===== config.mk =====
export PLATFORM = sky130hd
export DESIGN_NAME = rf_dump_ctrl_flat
export DESIGN_NICKNAME = d
export VERILOG_FILES = /design/src/rtl/rf_dump_ctrl_pkg.sv /design/src/rtl/rf_dump_ctrl_if.sv /design/src/rtl/rf_dump_ctrl.sv /design/src/flat_wrapper.sv
export SDC_FILE = /design/constraint.sdc
export NUM_CORES = 1
export LEC_CHECK = 0
export BUFFER_PORTS_ARGS = -buffer_cell sky130_fd_sc_hd__buf_4
export CELL_PAD_IN_SITES_DETAIL_PLACEMENT = 1
export CELL_PAD_IN_SITES_GLOBAL_PLACEMENT = 1
export CORE_MARGIN = 2
export CORE_UTILIZATION = 36
export DETAILED_ROUTE_END_ITERATION = 10
export GPL_TIMING_DRIVEN = 0
export PLACE_DENSITY = 0.9
export SLEW_MARGIN = 10
export SYNTH_ARGS = -nofsm -noshare
export SYNTH_HDL_FRONTEND = slang
export SYNTH_SLANG_ARGS = --single-unit

===== constraint.sdc =====
create_clock -name clk -period 2.3 [get_ports clk]
set_clock_uncertainty 0.1 [all_clocks]
set_input_delay 0.46 -clock clk [delete_from_list [all_inputs] [get_ports clk]]
set_output_delay 0.46 -clock clk [all_outputs]
set_load 0.05 [all_outputs]

===== src/rtl/rf_dump_ctrl_pkg.sv =====
// Shared definitions for the register-file dump controller: default sizes,
// FSM state encoding and dump mode encodings.
package rf_dump_ctrl_pkg;

    localparam int NREGS_DEF = 32;
    localparam int AW_DEF    = 5;
    localparam int DW_DEF    = 32;

    typedef enum logic [1:0] {
        ST_IDLE = 2'd0,
        ST_SEL  = 2'd1,
        ST_SEND = 2'd2,
        ST_DONE = 2'd3
    } state_t;

    localparam logic MODE_FULL   = 1'b0;
    localparam logic MODE_SINGLE = 1'b1;

endpackage


===== src/rtl/rf_dump_ctrl_if.sv =====
// Bundle of the register-file debug port, write snoop and dumped-word stream.
interface rf_dump_ctrl_if #(
    parameter int AW = 5,
    parameter int DW = 32
);
    logic [AW-1:0] reg_sel;
    logic [DW-1:0] reg_data;
    logic          wr_en;
    logic [AW-1:0] wr_addr;
    logic          out_valid;
    logic          out_ready;
    logic [AW-1:0] out_idx;
    logic [DW-1:0] out_data;

    modport master (
        output reg_sel,
        input  reg_data,
        input  wr_en,
        input  wr_addr,
        output out_valid,
        input  out_ready,
        output out_idx,
        output out_data
    );

    modport slave (
        input  reg_sel,
        output reg_data,
        output wr_en,
        output wr_addr,
        input  out_valid,
        output out_ready,
        input  out_idx,
        input  out_data
    );
endinterface


===== src/rtl/rf_dump_ctrl.sv =====
// Streams register-file contents out over a valid/ready port, one word per
// two cycles, and flags words made stale by writes during the dump.
//
// state   | meaning
// IDLE    | waiting for start; debug port parked at index 0
// SEL     | debug port driven with idx, word captured at the clock edge
// SEND    | captured word offered on the output until accepted
// DONE    | one-cycle completion pulse
module rf_dump_ctrl
    import rf_dump_ctrl_pkg::*;
#(
    parameter int NREGS = NREGS_DEF,
    parameter int AW    = AW_DEF,
    parameter int DW    = DW_DEF
) (
    input  logic          clk,
    input  logic          rst,
    input  logic          i_start,
    input  logic          i_mode,
    input  logic [AW-1:0] i_sel_in,
    input  logic          i_abort,
    output logic          o_busy,
    output logic          o_done,
    output logic          o_dirty,
    rf_dump_ctrl_if.master bus
);

    localparam logic [AW-1:0] LP_LAST = AW'(NREGS - 1);

    state_t        r_state;
    state_t        w_state_nxt;
    logic          r_mode;
    logic [AW-1:0] r_idx;
    logic [AW-1:0] r_cap_hi;
    logic          r_cap_any;
    logic          r_dirty;
    logic          r_out_valid;
    logic [AW-1:0] r_out_idx;
    logic [DW-1:0] r_out_data;

    logic [AW-1:0] w_reg_sel;
    logic [AW-1:0] w_sel_clamped;
    logic          w_accept;
    logic          w_handshake;
    logic          w_last;
    logic          w_dirty_set;

    assign w_sel_clamped = (i_sel_in > LP_LAST) ? LP_LAST : i_sel_in;
    assign w_accept      = (r_state == ST_IDLE) && i_start;
    assign w_handshake   = (r_state == ST_SEND) && r_out_valid && bus.out_ready;
    assign w_last        = (r_mode == MODE_SINGLE) || (r_idx == LP_LAST);

    // A write in the SEL cycle lands after the capture, so it is stale too.
    assign w_dirty_set = o_busy && bus.wr_en && (bus.wr_addr != '0) &&
                         ((r_cap_any && (bus.wr_addr <= r_cap_hi)) ||
                          ((r_state == ST_SEL) && (bus.wr_addr <= r_idx)));

    always_ff @(posedge clk or posedge rst) begin
        if (rst) begin
            r_state <= ST_IDLE;
        end else begin
            r_state <= w_state_nxt;
        end
    end

    always_comb begin
        w_state_nxt = r_state;
        case (r_state)
            ST_IDLE: begin
                if (i_start) begin
                    w_state_nxt = ST_SEL;
                end
            end
            ST_SEL: begin
                w_state_nxt = i_abort ? ST_IDLE : ST_SEND;
            end
            ST_SEND: begin
                if (i_abort) begin
                    w_state_nxt = ST_IDLE;
                end else if (w_handshake) begin
                    w_state_nxt = w_last ? ST_DONE : ST_SEL;
                end
            end
            ST_DONE: begin
                w_state_nxt = ST_IDLE;
            end
            default: begin
                w_state_nxt = ST_IDLE;
            end
        endcase
    end

    always_comb begin
        o_busy    = 1'b0;
        o_done    = 1'b0;
        w_reg_sel = '0;
        case (r_state)
            ST_SEL: begin
                o_busy    = 1'b1;
                w_reg_sel = r_idx;
            end
            ST_SEND: begin
                o_busy    = 1'b1;
                w_reg_sel = r_idx;
            end
            ST_DONE: begin
                o_done = 1'b1;
            end
            default: begin
            end
        endcase
    end

    always_ff @(posedge clk or posedge rst) begin
        if (rst) begin
            r_mode      <= MODE_FULL;
            r_idx       <= '0;
            r_cap_hi    <= '0;
            r_cap_any   <= 1'b0;
            r_dirty     <= 1'b0;
            r_out_valid <= 1'b0;
            r_out_idx   <= '0;
            r_out_data  <= '0;
        end else begin
            if (w_accept) begin
                r_mode    <= i_mode;
                r_idx     <= (i_mode == MODE_SINGLE) ? w_sel_clamped : '0;
                r_dirty   <= 1'b0;
                r_cap_any <= 1'b0;
            end else if (w_dirty_set) begin
                r_dirty <= 1'b1;
            end

            if ((r_state == ST_SEL) && !i_abort) begin
                r_out_data  <= bus.reg_data;
                r_out_idx   <= r_idx;
                r_out_valid <= 1'b1;
                r_cap_hi    <= r_idx;
                r_cap_any   <= 1'b1;
            end

            if (r_state == ST_SEND) begin
                if (i_abort || bus.out_ready) begin
                    r_out_valid <= 1'b0;
                end
                if (!i_abort && w_handshake && !w_last) begin
                    r_idx <= r_idx + 1'b1;
                end
            end
        end
    end

    assign o_dirty       = r_dirty;
    assign bus.reg_sel   = w_reg_sel;
    assign bus.out_valid = r_out_valid;
    assign bus.out_idx   = r_out_idx;
    assign bus.out_data  = r_out_data;

endmodule

===== src/flat_wrapper.sv =====
// flat-port wrapper written by rule: the top's interface ports become plain ports
module rf_dump_ctrl_flat import rf_dump_ctrl_pkg::*;
#(
    parameter int NREGS = NREGS_DEF,
    parameter int AW    = AW_DEF,
    parameter int DW    = DW_DEF
)
  (clk, rst, i_start, i_mode, i_sel_in, i_abort, o_busy, o_done, o_dirty, bus_reg_sel, bus_reg_data, bus_wr_en, bus_wr_addr, bus_out_valid, bus_out_ready, bus_out_idx, bus_out_data);
  rf_dump_ctrl_if #(.AW(AW), .DW(DW)) bus_i ();
  input  logic clk;
  input  logic rst;
  input  logic i_start;
  input  logic i_mode;
  input  logic [AW-1:0] i_sel_in;
  input  logic i_abort;
  output logic o_busy;
  output logic o_done;
  output logic o_dirty;
  output wire logic [$bits(bus_i.reg_sel)-1:0] bus_reg_sel;
  input wire logic [$bits(bus_i.reg_data)-1:0] bus_reg_data;
  input wire logic [$bits(bus_i.wr_en)-1:0] bus_wr_en;
  input wire logic [$bits(bus_i.wr_addr)-1:0] bus_wr_addr;
  output wire logic [$bits(bus_i.out_valid)-1:0] bus_out_valid;
  input wire logic [$bits(bus_i.out_ready)-1:0] bus_out_ready;
  output wire logic [$bits(bus_i.out_idx)-1:0] bus_out_idx;
  output wire logic [$bits(bus_i.out_data)-1:0] bus_out_data;
  assign bus_reg_sel = bus_i.reg_sel;
  assign bus_i.reg_data = bus_reg_data;
  assign bus_i.wr_en = bus_wr_en;
  assign bus_i.wr_addr = bus_wr_addr;
  assign bus_out_valid = bus_i.out_valid;
  assign bus_i.out_ready = bus_out_ready;
  assign bus_out_idx = bus_i.out_idx;
  assign bus_out_data = bus_i.out_data;
  rf_dump_ctrl #(.NREGS(NREGS), .AW(AW), .DW(DW)) u_core (.clk(clk), .rst(rst), .i_start(i_start), .i_mode(i_mode), .i_sel_in(i_sel_in), .i_abort(i_abort), .o_busy(o_busy), .o_done(o_done), .o_dirty(o_dirty), .bus(bus_i));
endmodule

Word-level counts from Yosys, hierarchy flattened
Index checks and enable logic that the tools add are counted.

Bits in registers: 48. Input bits: 49. Logic and storage cells: 61.

Add/sub/neg operators: 1. Order comparisons: 3. Eq/ne operators: 6. Multiplexer cells: 21. Reduce and logical (&&, ||, !) cells: 22.

Operators with widths (count): 2-to-1 mux 5 bit (6); logical AND 1 bit (11); less-or-equal comparator 5 bit (2); 2-to-1 mux 2 bit (5); 2-to-1 mux 1 bit (9); case mux 2 bit (4 select lines) (1); adder 5 x 1 -> 5 bit (second input constant) (1); equality test 5 bit (second input constant) (1); > comparator 5 bit (second input constant) (1); nonzero test 5 bit (1); equality test 2 bit (second input constant) (2); nonzero test 2 bit (2); logical OR 1 bit (3); inequality test 3 x 2 -> 1 bit (second input constant) (1); equality test 2 x 1 -> 1 bit (second input constant) (1); logical NOT 1 bit (2); logical NOT 2 bit (1); inequality test 2 bit (second input constant) (1); AND reduction 2 bit (1); OR reduction 2 bit (1).

Longest topological paths before layout
Gate-level depths: netlist (run 1).

Depth in word-level cells: 8. Mapped depth: 8. Depth with buffers taken out: 7.

Worst setup path after synthesis (run 1)
OpenSTA, ideal clock, no wires.

Path type: reg-to-output. Start: register u_core.r_state[0]. End: output bus_reg_sel[0]. Arrival: 1.567 ns. Required time: 1.740 ns. Setup slack: 0.173 ns. Cell stages (with the launch flop): 4. Path buffers: 0. Cell sequence: dfrtp_1 > inv_1 > ha_1 > and2_1.

Cells in the longest elaborated chain, start to end: 3. Elaborated cells between the ends (all ways): 4.

Ends and longest elaborated chain: start, declared (RTL line rf_dump_ctrl.sv:30) `state_t r_state;`; start signal, assigned (RTL line rf_dump_ctrl.sv:62) `r_state <= w_state_nxt;`; equality test 2 x 1 -> 1 bit / equality test 2 bit (equally long branches) (RTL line rf_dump_ctrl.sv:97) `case (r_state)`; OR reduction 2 bit (no source line) (*); 2-to-1 mux 5 bit (*) (RTL line rf_dump_ctrl.sv:97); end, declared (RTL line flat_wrapper.sv:19) `output wire logic [$bits(bus_i.reg_sel)-1:0] bus_reg_sel;`.

Every way passes the cells marked *; elsewhere a longest branch is shown, timed or not.

Worst setup path in the final report (run 1)
Start: register u_core.r_idx[0]. End: register u_core.r_idx[3].

Cells in the longest elaborated chain, start to end: 6. Elaborated cells between the ends (all ways): 7.

Ends and longest elaborated chain: start, declared (RTL line rf_dump_ctrl.sv:33) `logic [AW-1:0] r_idx;`; start signal, assigned (RTL line rf_dump_ctrl.sv:127) `r_idx <= (i_mode == MODE_SINGLE) ? w_sel_clamped : '0;`; start signal, assigned (RTL line rf_dump_ctrl.sv:147) `r_idx <= r_idx + 1'b1;`; parallel branches: the longest is 4 deep, another holds adder 5 x 1 -> 5 bit; 2-to-1 mux 5 bit (*) (RTL line rf_dump_ctrl.sv:146) `if (!i_abort && w_handshake && !w_last) begin`; 2-to-1 mux 5 bit (*) (RTL line rf_dump_ctrl.sv:142) `if (r_state == ST_SEND) begin`.

Every way passes the cells marked *. A chain may end at the register's enable or synchronous reset.

==> metrics.txt, run 1 <==
setup violators final 0; Synth Area per Inst 11.9 um^2; leading area contributor after synthesis dfrtp_1; routed wire length 6070 um; Wirelength per Cell 16.2 um; antenna cell count 0; largest net degree at the start of global routing 30; hold_buf cts 0; Worst VDD drop 0.984 mV; Synth-to-Final Area Change 42.0%; Syn Std Cell Area 2290 um^2; max-cap violation count 0; type of the worst setup path reg2reg; top cell type's share of synthesized area 52.4%; Post-synth EDFFs 0; Req. time, crit path 2390 ps; Slew Viols, Final 0; syn nets 258; arrival time of the worst setup path 2300 ps; die width 83.8 um; # clock sinks 48; GRT Total Usage 18.2%; period utilization 96.0%; final hold vios 0; layout cell share with drive strength beyond 1 49.8%; DRC 0; pwr dens 1700 nW/um^2; status complete, no violations; FILL cells 709; antenna violations before repair 0; Crit Path Max Fanout 3; vias in the first global route 2090; CP max stage cell dfrtp_2; total power 5.55 mW; drt pass-1 iters 4; RePlAce Congestion 0.821; Leakage 1.59 nW; hold slack 53.2 ps; buffer levels on the longest clock path 2; Setup TNS Final 0 ps; unrepaired setup endpoints after global routing false; Slowest Stage Delay on Critical Path 420 ps; Cell variety after synth 32; vias per cell 5.03; antenna viol nets, final 0; core box area 6240 um^2; CP startpoint kind flop; Starting Density 36.7%; post-synthesis async set-or-reset flop share 100%; fmax 0.453 GHz; synthesized instance count 192; Commonest cells post-synth dfrtp_1, mux2_2, ha_1, nand2_1, inv_1; Seq cells post-synth 48; die area 7020 um^2; CP Cell Sequence ha_1, and3_1, ha_1, nor2_1, nand4_1, mux2_1, a221o_1; Final min period 2210 ps; Num CTS Buffers 5; Synth area leaders dfrtp_1, mux2_2, ha_1; Worst Tran Pin Value 439 ps; Top FF cell, synth dfrtp_1; nets@finish 362; I/O pins 95; IO Port Bufs 94; DP HPWL 4770 um; row count 29; clock slew at reported path FFs 90 ps; Crit. End Element flop; warnings from Yosys 0; Seq/Total Area, Yosys 52.4%; Worst Hold Class in2async; Slew HR 70.7%; Die Span Y 83.8 um; first-pass GRT wire length 10100 um; most frequent cell on the critical path ha_1; DR vias 1880; Root Buffer clkbuf_8; CTS tree built; H-tree Lvls 2; worst skew pair latency 300 ps; cell with the most instances after synthesis dfrtp_1; initial DRC count 33; Remaining Overflow, GRT 0
-- flip-flops by register name, summed over array words and instances (netlist names) --
name                  cells
u_core.r_state            2
u_core.bus.out_data      32
u_core.r_cap_hi           5
u_core.o_dirty            1
u_core.r_mode             1
u_core.r_idx              5
u_core.bus.out_valid      1
u_core.r_cap_any          1
-- cells in the final DEF, fill, tap and decap left out, types with 2 or more instances in the layout --
cell type  synthesis  routed
a31oi_1            2       2
a211oi_1           2       2
nand2_1           15      15
buf_4              0      96
inv_1             14      13
and2_1             6       6
dfrtp_1           48      46
o22ai_1            2       2
a21oi_1            4       4
nand4_1            4       4
dfrtp_2            0       2
mux2_2            33      33
o21ai_0            7       7
nor2b_1            2       2
a211o_1            2       2
nand3_1            4       4
clkbuf_8           0       6
nand2b_1           2       2
buf_2              5       5
a221o_1            2       2
nor2_1             8       7
ha_1              17      17
-- final timing paths --
path | start | slack (ps) | to | depth (start not counted)
setup / recovery | u_core.r_idx[0] | 90 | u_core.r_idx[3] | 7
hold / removal | rst | 50 | u_core.bus.out_data[24] | 2
setup reg to reg | u_core.r_idx[0] | 90 | u_core.r_idx[3] | 7
hold reg to reg | u_core.r_mode | 410 | u_core.r_mode | 2
max in group asynchronous | rst | 1530 | u_core.r_idx[0] | 3
min in group clk | bus_reg_data[20] | 280 | u_core.bus.out_data[20] | 2
-- through the flow --
step	instance area [um^2]	instances	utilization, %	setup WS (ps)
detailed placement	3110	364	49.9	2.87
global placement	3090	363	49.6	-88.1
floorplan	2290	192	-	173
CTS	3250	373	52.0	25.8
finish	3260	374	52.2	92.9
global route	3260	374	52.2	3.09
-- critical path, delay by kind of cell (launching register included) --
kind                     cells  cell delay, ps
AO/OA/AOI/OAI                1             340
AND/OR/NAND/NOR              3             450
multiplexers                 1             350
flip-flops                   1             420
adder cells (fa/ha/maj)      2             420
-- kinds of logic after synthesis --
| family | after synthesis | share of synthesized area [%] |
|---|---|---|
| AOI/OAI and AO/OA | 26 | 7.70 |
| adders and majority gates | 17 | 9.28 |
| buffers and inverters | 20 | 3.55 |
| DFF | 48 | 52.4 |
| muxes | 35 | 17.1 |
| and+or+nand+nor | 46 | 9.93 |
-- metal layers --
metal / global-route usage [%] / up-vias / part of all wire (%)
met2: 32.8 / 60 / 52
li1: - / 877 / -
met5: 0 / - / 0
met1: 20.9 / 935 / 40
met4: 4.40 / 0 / 1.5
met3: 5.93 / 8 / 6.7
-- report_power, final --
group	internal [mW]	switching, mW
clock	0.356	0.293
combinational	1.18	2.19
sequential	1.26	0.271
-- layout make-up --
type / instances / area, um^2 / area share, %
sequential: 48 / 1200 / 37.0
multi-input combinational: 124 / 1010 / 31.1
timing repair buffer: 97 / 741 / 22.8
tap: 77 / 96.3 / 2.96
clock buffer: 6 / 82.6 / 2.54
inverter: 14 / 52.6 / 1.61
clock inverter: 2 / 38.8 / 1.19
buffer: 6 / 28.8 / 0.884
-- repair_timing --
item / 4_1_cts / 5_1_grt
endpoints found under the setup margin: 2 / 22
buffers inserted: 1 / 1
pin swaps: 0 / 1
hold endpoints to repair: 0 / 0
gates resized for setup: 2 / 1
Note: power is estimated with default switching activity, not from simulation.
==> run 2: changes to the inputs <==
PLACE_DENSITY = 0.85   (was 0.9)
==> run 2 against run 1 <==
  * Wire length decreased by 0.68%
  * Die area unchanged
  * Setup slack got worse by 1.5 ps
  * Critical path depth increased by 1
  * Total power increased by 1.5%
  * Sequential power about the same
  * Combinational power about the same
  * Final area increased by 0.50%
  * Core utilization increased by 0.26 points
  * Hold slack got worse by 49 ps
==> metrics.txt, run 2 (same netlist as run 1, synthesis figures left out) <==
Flop pwr share 27.4% (was 27.6%); period utilization 96.0% (about the same); routed wire length 6030 um (was 6070 um); initial DRC count 72 (was 33); Final min period 2210 ps (about the same); DRC 0 (unchanged); DP HPWL 4740 um (was 4770 um); Die Span Y 83.8 um (unchanged); FILL cells 695 (was 709); FF-to-FF Start u_core.r_idx[1] (was u_core.r_idx[0]); hold_buf cts 0 (unchanged); Critical Path Sink u_core.r_idx[2] (was u_core.r_idx[3]); Worst VDD drop 1.16 mV (was 0.984 mV); vias per cell 5.02 (was 5.03); arrival time of the worst setup path 2290 ps (was 2300 ps); pwr dens 1720 nW/um^2 (was 1700 nW/um^2); CP startpoint kind flop (unchanged); core box area 6240 um^2 (unchanged); Worst Hold Class in2async (unchanged); type of the worst setup path reg2reg (unchanged); IO Port Bufs 94 (unchanged); Wirelength per Cell 16.2 um (about the same); WP buf/inv 1 (was 0); Req. time, crit path 2380 ps (was 2390 ps); row count 29 (unchanged); Placement Cell Area 3110 um^2 (unchanged); Starting Density 36.7% (unchanged); Core Util, Final 52.4% (was 52.2%); first-pass GRT wire length 10200 um (was 10100 um); die area 7020 um^2 (unchanged); Int Power 2.88 mW (was 2.79 mW); antenna violations before repair 0 (unchanged); setup violators final 0 (unchanged); CP Cell Sequence ha_2, and3_1, ha_1, nor2_2, nand4_1, buf_2, mux2i_1, a221o_1 (was ha_1, and3_1, ha_1, nor2_1, nand4_1, mux2_1, a221o_1); P_sw 2.75 mW (was 2.76 mW); max-cap violation count 0 (unchanged); commonest cells after routing, fill and taps aside buf_4, dfrtp_1, mux2_2 (unchanged); nets@finish 362 (unchanged); largest net degree at the start of global routing 37 (was 30); Post-Layout Cell Count 373 (was 374); design area 3270 um^2 (was 3260 um^2); Num CTS Buffers 5 (unchanged); Inst Count DP 364 (unchanged); Crit Path Max Fanout 10 (was 3); Root Buffer clkbuf_8 (unchanged); clock share of power 12.4% (was 11.7%); Remaining Overflow, GRT 0 (unchanged); Crit. End Element flop (unchanged); Leakage 1.60 nW (was 1.59 nW); CP max stage cell dfrtp_2 (unchanged); status complete, no violations (unchanged); Sw Ratio 48.8% (was 49.7%); CP Launch Point u_core.r_idx[1] (was u_core.r_idx[0]); clock slew at reported path FFs 90 ps (about the same); drt pass-1 iters 4 (unchanged); final hold vios 0 (unchanged); fmax 0.453 GHz (about the same); H-tree Lvls 2 (unchanged); flop2flop setup slack 90 ps (about the same); vias in the first global route 2153 (was 2090); RePlAce Congestion 0.852 (was 0.821); CTS tree built (unchanged); buffer levels on the longest clock path 2 (unchanged); die width 83.8 um (unchanged); FF-to-FF End u_core.r_idx[2] (was u_core.r_idx[3]); I/O pins 95 (unchanged); Synth-to-Final Area Change 42.7% (was 42.0%); Largest register FFs 32 (unchanged); # clock sinks 48 (unchanged); Slew HR 75.4% (was 70.7%); Comb power frac 60.2% (was 60.7%); Slew Viols, Final 0 (unchanged); Worst path top cell family by delay simple AND/OR/NAND/NOR gates (unchanged); depth of the worst register-to-register path 8 (was 7); most common cell after layout, fill and taps aside buf_4 (unchanged); layout cell share with drive strength beyond 1 50.7% (was 49.8%); GRT Total Usage 18.0% (was 18.2%); worst skew pair latency 290 ps (was 300 ps); Worst Tran Pin Value 368 ps (was 439 ps); DR vias 1872 (was 1880); antenna viol nets, final 0 (unchanged); antenna cell count 0 (unchanged); CP Depth 8 (was 7); Slowest Stage Delay on Critical Path 440 ps (was 420 ps)
[run 2: cell types whose count changed in the layout (fill, tap and decap cells not counted)]
cell / change
clkinv_4: -1
clkbuf_8: -1
bufinv_16: +1
mux2_1: -1
ha_1: -2
ha_2: +2
mux2_4: +1
[run 2: what timing repair did]
item / CTS / global route
pin swaps: 0 / 1
resized for setup: 1 / 5
setup endpoints to repair: 2 / 7
buffers inserted: 1 / 1
[run 2: how the worst min path moves through the flow]
stage	from	slack (ps)	cells past startpoint	to
floorplan	u_core.r_mode	360	2	u_core.r_mode
global placement	u_core.bus.out_data[26]	390	1	u_core.bus.out_data[26]
detailed placement	rst	330	2	u_core.bus.out_data[22]
CTS	rst	3	2	u_core.bus.out_data[22]
global route	rst	30	2	u_core.bus.out_data[22]
finish	rst	5	2	u_core.bus.out_data[22]
[run 2: area by class of cell]
class,count,area (um^2),area share (%)
clock buffers,5,68.8,2.10
flip-flops and latches,48,1200,36.8
well taps,77,96.3,2.94
repair buffers,97,741,22.6
multi-input cells,124,1020,31.2
plain buffers,6,28.8,0.880
inverters,14,52.6,1.61
clock inverters,2,60.1,1.84
[run 2: layer usage]
layer	up-vias	part of all wire [%]	global-route usage (%)
met5	-	0	0
met4	0	0.76	4.11
met3	6	7.4	5.44
met2	70	51	31.9
met1	916	40	21.6
li1	880	-	-
[run 2: per-stage QoR]
step | hold slack, ps | setup slack [ps] | total power [mW] | TNS (ps)
2_1_floorplan | 364 | 173 | 3.87 | 0
3_3_place_gp | 391 | -119 | 4.81 | -5580
3_5_place_dp | 332 | 26.4 | 4.93 | 0
4_1_cts | 2.78 | 0.591 | 5.66 | 0
5_1_grt | 25.9 | -5.81 | 5.96 | -11.6
6_report | 4.59 | 91.4 | 5.63 | 0
[run 2: worst reg2reg max path, delay by kind of cell (launching register included)]
kind,cells,cell delay [ps]
and+or+nand+nor,3,470
DFF,1,440
adders and majority gates,2,410
AOI/OAI and AO/OA,1,310
buffers and inverters,1,240
muxes,1,130
[run 2: power by group through the flow]
stage / sequential, mW / clock, mW / combinational [mW]
2_1_floorplan: 2.68 / 0 / 1.19
5_1_grt: 1.60 / 0.755 / 3.61
6_report: 1.54 / 0.697 / 3.39
3_5_place_dp: 1.58 / 0 / 3.36
4_1_cts: 1.55 / 0.719 / 3.39
3_3_place_gp: 1.54 / 0 / 3.28
